[config.mk]
export PLATFORM = sky130hd
export DESIGN_NAME = spi_controller
export DESIGN_NICKNAME = d
export VERILOG_FILES = /design/src/rtl/spi_pkg.sv /design/src/rtl/spi_tick_gen.sv /design/src/rtl/spi_controller.sv
export SDC_FILE = /design/constraint.sdc
export NUM_CORES = 1
export LEC_CHECK = 0
export ABC_AREA = 1
export CAP_MARGIN = 20
export CORE_ASPECT_RATIO = 1.75
export CORE_MARGIN = 2
export CORE_UTILIZATION = 45
export DETAILED_ROUTE_END_ITERATION = 6
export PLACE_DENSITY = 0.76
export SKIP_CTS_REPAIR_TIMING = 1
export SYNTH_ARGS = -nofsm -noshare
export SYNTH_HDL_FRONTEND = slang
export SYNTH_HIERARCHICAL = 1
export SYNTH_SLANG_ARGS = --single-unit
[constraint.sdc]
create_clock -name clk -period 2 [get_ports clk]
set_input_delay 0.4 -clock clk [delete_from_list [all_inputs] [get_ports clk]]
set_output_delay 0.4 -clock clk [all_outputs]
set_load 0.005 [all_outputs]
[src/rtl/spi_pkg.sv]
// Shared constants, register map and FSM state type for the SPI write controller.
package spi_pkg;

    localparam int unsigned FRAME_BITS = 16;
    localparam logic        WRITE_BIT  = 1'b1;

    localparam logic [6:0] REG_EN_OUT_7_0  = 7'h00;
    localparam logic [6:0] REG_EN_OUT_15_8 = 7'h01;
    localparam logic [6:0] REG_EN_PWM_7_0  = 7'h02;
    localparam logic [6:0] REG_EN_PWM_15_8 = 7'h03;
    localparam logic [6:0] REG_PWM_DUTY    = 7'h04;

    typedef enum logic [2:0] {
        ST_IDLE,
        ST_SETUP,
        ST_SHIFT,
        ST_HOLD,
        ST_GAP
    } spi_state_t;

    function automatic logic [FRAME_BITS-1:0] build_frame(input logic [6:0] addr,
                                                          input logic [7:0] wdata);
        return {WRITE_BIT, addr, wdata};
    endfunction

endpackage

[src/rtl/spi_tick_gen.sv]
// Half-period tick generator: one-cycle tick every HALF_DIV clocks while enabled.
module spi_tick_gen #(
    parameter int unsigned HALF_DIV = 4
) (
    input  logic clk,
    input  logic rst,
    input  logic en,
    output logic tick
);

    localparam logic [7:0] WRAP = 8'(HALF_DIV - 1);

    logic [7:0] cnt;

    always_ff @(posedge clk or posedge rst) begin
        if (rst) begin
            cnt <= '0;
        end else if (!en || cnt == WRAP) begin
            cnt <= '0;
        end else begin
            cnt <= cnt + 8'd1;
        end
    end

    assign tick = en && (cnt == WRAP);

endmodule

[src/rtl/spi_controller.sv]
// SPI mode-0 write-only master: sends {1, addr[6:0], wdata[7:0]} MSB first per start request.
module spi_controller
    import spi_pkg::*;
#(
    parameter int unsigned HALF_DIV = 4
) (
    input  logic       clk,
    input  logic       rst,
    input  logic       start,
    input  logic [6:0] addr,
    input  logic [7:0] wdata,
    output logic       sclk,
    output logic       copi,
    output logic       ncs,
    output logic       busy,
    output logic       done
);

    localparam logic [4:0] LAST_BIT = 5'(FRAME_BITS);

    spi_state_t            state, state_nxt;
    logic [FRAME_BITS-1:0] shreg;
    logic [4:0]            bit_cnt;
    logic                  gap_half;
    logic                  tick, tick_en;
    logic                  load, rise, fall, finish;

    assign tick_en = (state != ST_IDLE);

    spi_tick_gen #(.HALF_DIV(HALF_DIV)) u_tick (
        .clk  (clk),
        .rst  (rst),
        .en   (tick_en),
        .tick (tick)
    );

    always_ff @(posedge clk or posedge rst) begin
        if (rst) begin
            state <= ST_IDLE;
        end else begin
            state <= state_nxt;
        end
    end

    // The rise ending SETUP is the first sclk edge; SHIFT then runs 32 half-periods,
    // the last one low after the 16th falling edge, before HOLD.
    always_comb begin
        state_nxt = state;
        load      = 1'b0;
        rise      = 1'b0;
        fall      = 1'b0;
        finish    = 1'b0;
        case (state)
            ST_IDLE: begin
                if (start) begin
                    load      = 1'b1;
                    state_nxt = ST_SETUP;
                end
            end
            ST_SETUP: begin
                if (tick) begin
                    rise      = 1'b1;
                    state_nxt = ST_SHIFT;
                end
            end
            ST_SHIFT: begin
                if (tick) begin
                    if (sclk) begin
                        fall = 1'b1;
                    end else if (bit_cnt == LAST_BIT) begin
                        state_nxt = ST_HOLD;
                    end else begin
                        rise = 1'b1;
                    end
                end
            end
            ST_HOLD: begin
                if (tick) begin
                    finish    = 1'b1;
                    state_nxt = ST_GAP;
                end
            end
            ST_GAP: begin
                if (tick && gap_half) begin
                    state_nxt = ST_IDLE;
                end
            end
            default: state_nxt = ST_IDLE;
        endcase
    end

    always_ff @(posedge clk or posedge rst) begin
        if (rst) begin
            shreg    <= '0;
            bit_cnt  <= '0;
            sclk     <= 1'b0;
            gap_half <= 1'b0;
            done     <= 1'b0;
        end else begin
            done <= finish;
            if (load) begin
                shreg    <= build_frame(addr, wdata);
                bit_cnt  <= '0;
                gap_half <= 1'b0;
            end
            if (rise) begin
                sclk <= 1'b1;
                if (bit_cnt != LAST_BIT) begin
                    bit_cnt <= bit_cnt + 5'd1;
                end
            end
            if (fall) begin
                sclk  <= 1'b0;
                shreg <= {shreg[FRAME_BITS-2:0], 1'b0};
            end
            if (state == ST_GAP && tick) begin
                gap_half <= ~gap_half;
            end
        end
    end

    assign ncs  = !(state inside {ST_SETUP, ST_SHIFT, ST_HOLD});
    assign copi = !ncs && shreg[FRAME_BITS-1];
    assign busy = (state != ST_IDLE);

endmodule
==> load_flow_metrics.sql <==
INSERT INTO impl_metrics (metric_group, metric, value, unit) VALUES
('placement', 'dp_hpwl', '2780', 'um'),
('run_status', 'outcome', 'finished, final reports clean', ''),
('sta', 'worstMarginPinSlew', '0.343', 'ns'),
('floorplanning', 'die-width', '53.5', 'um'),
('synth', 'synth-warning-count', '6', ''),
('worst_setup_path', 'timing.rr.end', 'state[1]', ''),
('worst_setup_path', 'regToRegStartpoint', 'u_tick/cnt[0]', ''),
('sta', 'whs', '0.403', 'ns'),
('synth', 'yosysSeqAreaShare', '45.4', '%'),
('floorplanning', 'core-area', '0.00411', 'sq mm'),
('worst_setup_path', 'cp_data_required_time', '1.60', 'ns'),
('sta', 'fin_tns_setup', '0', 'ns'),
('synth', 'ys_top_cells_by_area', 'sky130_fd_sc_hd__dfrtp_1 (45%), sky130_fd_sc_hd__nand2_1 (16%), sky130_fd_sc_hd__nand3_1 (8.6%)', ''),
('sta', 'relSlewSlack', '76.9', '%'),
('global_routing', 'grt_remaining_overflow', '0', ''),
('floorplanning', 'floorplan.initialDensity', '46.9', '%'),
('routing', 'detail_route.vias_per_cell', '5.12', ''),
('global_routing', 'grt_antenna_before_repair', '0', ''),
('clock_tree', 'number_of_cts_inserted_buffers', '5', ''),
('placement', 'globalplace.congestion', '0.887', ''),
('layout', 'mostFrequentLayoutCell', 'sky130_fd_sc_hd__nand2_1', ''),
('synth', 'synth_cell_types', '23', ''),
('power_and_ir_drop', 'p_int', '1.84', 'mW'),
('routing', 'wire_per_inst', '11.9', 'um'),
('sta', 'final-max-slew-violation-count', '0', ''),
('synth', 'muxShareOfSynthArea', '0', '%'),
('synth', 'synth_top_cell_by_area', 'sky130_fd_sc_hd__dfrtp_1', ''),
('synth', 'synth_async_sr_flop_share', '100', '%'),
('run', 'cap_viol_max_count', '0', ''),
('power_and_ir_drop', 'powerDensity', '1190', 'mW/mm^2'),
('clock_tree', 'htreeDepth', '2', ''),
('clock_tree', 'clk_transition_reported_paths', '0.07', 'ns'),
('power_and_ir_drop', 'comb_power_share', '38.8', '%'),
('synth', 'dominantRegCellSynth', 'sky130_fd_sc_hd__dfrtp_1', ''),
('sta', 'max_freq', '0.550', 'GHz'),
('routing', 'dr_total_vias', '1711', ''),
('layout', 'final_net_count', '305', ''),
('synth', 'post_synth_instance_area', '0.00193', 'sq mm'),
('worst_setup_path', 'worst_setup_path_start_kind', 'register', ''),
('routing', 'drtPass1Iterations', '4', ''),
('floorplanning', 'floorplan.io_pins', '23', ''),
('power_and_ir_drop', 'p_leak', '1.24', 'nW'),
('synth', 'compound_gate_fraction_of_synth_area', '2.99', '%'),
('layout', 'area_delta_synth_final', '24.2', '%'),
('sta', 'clock-skew-final', '0.00737', 'ns'),
('global_routing', 'grt_pass1_wl', '6400', 'um'),
('power_and_ir_drop', 'p_sw_share', '35.8', '%'),
('floorplanning', 'dieHeight', '90.6', 'um'),
('global_routing', 'grt_pass1_vias', '1521', ''),
('worst_setup_path', 'critPathCapture', 'ncs', ''),
('power_and_ir_drop', 'switchingPower', '1.02', 'mW'),
('floorplanning', 'floorplan.rows', '31', ''),
('synth', 'syn_nets', '270', ''),
('worst_setup_path', 'cp-startpoint', 'state[0]', ''),
('sta', 'rsz0062_at_grt', 'false', ''),
('routing', 'routed_wirelength', '3970', 'um'),
('synth', 'largest_family_of_logic_cells_by_synthesized_area', 'simple AND/OR/NAND/NOR gates', ''),
('synth', 'synthSimpleGateAreaFrac', '39.2', '%'),
('worst_setup_path', 'worstRegToRegCells', '13', ''),
('power_and_ir_drop', 'power.sequential.fraction', '38.2', '%'),
('synth', 'post_synth_fa_ha_maj_area_fraction', '1.95', '%'),
('synth', 'synth.ff_latch_count', '35', ''),
('layout', 'fraction_of_final_layout_cells_with_drive_strength_greater_than_1', '15.8', '%'),
('worst_setup_path', 'critical_path_arrival', '1.42', 'ns'),
('synth', 'yosys.area_share.xor_xnor', '1.82', '%'),
('power_and_ir_drop', 'ir_worst_vdd', '0.810', 'mV'),
('sta', 'hold_violations', '0', ''),
('layout', 'final_cell_mix', 'sky130_fd_sc_hd__nand2_1 (83), sky130_fd_sc_hd__nand3_1 (33), sky130_fd_sc_hd__dfrtp_1 (33), sky130_fd_sc_hd__inv_1 (30), sky130_fd_sc_hd__clkdlybuf4s50_1 (20)', ''),
('clock_tree', 'ctsLongestPathBuffers', '2', ''),
('worst_setup_path', 'setup.worst_path.end_class', 'primary output', ''),
('routing', 'antenna_violating_nets_post_route', '0', '');
state kept, by name (all words and copies together), names as in the netlist:
name / count
bit_cnt: 5
done: 1
gap_half: 1
sclk: 1
shreg: 16
state: 3
u_tick/cnt: 8
critical path, stage by stage (launching register included):
cell	delay [ns]
sky130_fd_sc_hd__dfrtp_2	0.43
sky130_fd_sc_hd__inv_1	0.07
sky130_fd_sc_hd__a21oi_2	0.07
sky130_fd_sc_hd__inv_1	0.07
sky130_fd_sc_hd__clkdlybuf4s50_1	0.49
how the worst min path moves through the flow:
stage	from	to	slack, ns	depth (start not counted)
2_1_floorplan	rst	u_tick/cnt[0]	0.22	1
3_3_place_gp	shreg[0]	shreg[0]	0.46	2
3_5_place_dp	u_tick/cnt[0]	u_tick/cnt[0]	0.48	1
4_1_cts	rst	gap_half	0.41	2
5_1_grt	rst	gap_half	0.45	2
6_report	rst	gap_half	0.40	2
Yosys cell counts, types with 2 or more instances:
master,count
sky130_fd_sc_hd__nand2_1,84
sky130_fd_sc_hd__inv_1,30
sky130_fd_sc_hd__inv_4,2
sky130_fd_sc_hd__nand4_1,5
sky130_fd_sc_hd__o21ai_0,5
sky130_fd_sc_hd__nor2_1,16
sky130_fd_sc_hd__buf_2,3
sky130_fd_sc_hd__nor2_2,5
sky130_fd_sc_hd__a21oi_1,4
sky130_fd_sc_hd__nand3_2,10
sky130_fd_sc_hd__dfrtp_1,35
sky130_fd_sc_hd__xnor2_1,3
sky130_fd_sc_hd__nand2_2,3
sky130_fd_sc_hd__nand3_1,33
sky130_fd_sc_hd__ha_1,3
area by class of cell:
class	count	area, sq um
Sequential cell	35	878
Timing Repair Buffer	33	320
Multi-Input combinational cell	177	892
Clock buffer	6	82.6
Tap cell	49	61.3
Inverter	32	125
Fill cell	386	1720
Clock inverter	2	35.0
power by group through the flow:
stage          sequential, mW  clock [mW]  combinational, mW
2_1_floorplan            1.08           0              0.696
3_3_place_gp             1.11           0              0.971
3_5_place_dp             1.12           0              0.987
4_1_cts                  1.10       0.672              0.995
5_1_grt                  1.12       0.703               1.25
6_report                 1.09       0.657               1.11
per-layer routing:
layer | vias up | track usage [%] | wire length (um) | share of wire [%]
li1 | 855 | - | - | -
met1 | 815 | 21.9 | 1690 | 43
met2 | 33 | 28.7 | 2040 | 51
met3 | 8 | 2.48 | 132 | 3.3
met4 | 0 | 8.33 | 101 | 2.5
met5 | - | 0 | 0 | 0
through the flow:
| stage | area [sq um] | utilization, % | total power, mW | instances | setup WS [ns] |
|---|---|---|---|---|---|
| 2_1_floorplan | 1930 | - | 1.78 | 249 | 0.259 |
| 6_report | 2390 | 58.2 | 2.86 | 334 | 0.183 |
| 5_1_grt | 2390 | 58.2 | 3.07 | 334 | 0.0296 |
| 3_3_place_gp | 2220 | 54.0 | 2.08 | 320 | 0.212 |
| 4_1_cts | 2340 | 56.8 | 2.77 | 328 | -0.122 |
| 3_5_place_dp | 2220 | 54.0 | 2.10 | 320 | 0.216 |
cell families (layout without fill, tap and decap cells):
family / count (synthesis) / in the layout
xor+xnor: 4 / 4
flops: 35 / 35
compound gates: 11 / 11
simple gates: 159 / 159
buf+inv: 37 / 73
fa+ha+maj: 3 / 3
(Power assumes the default switching activity.)
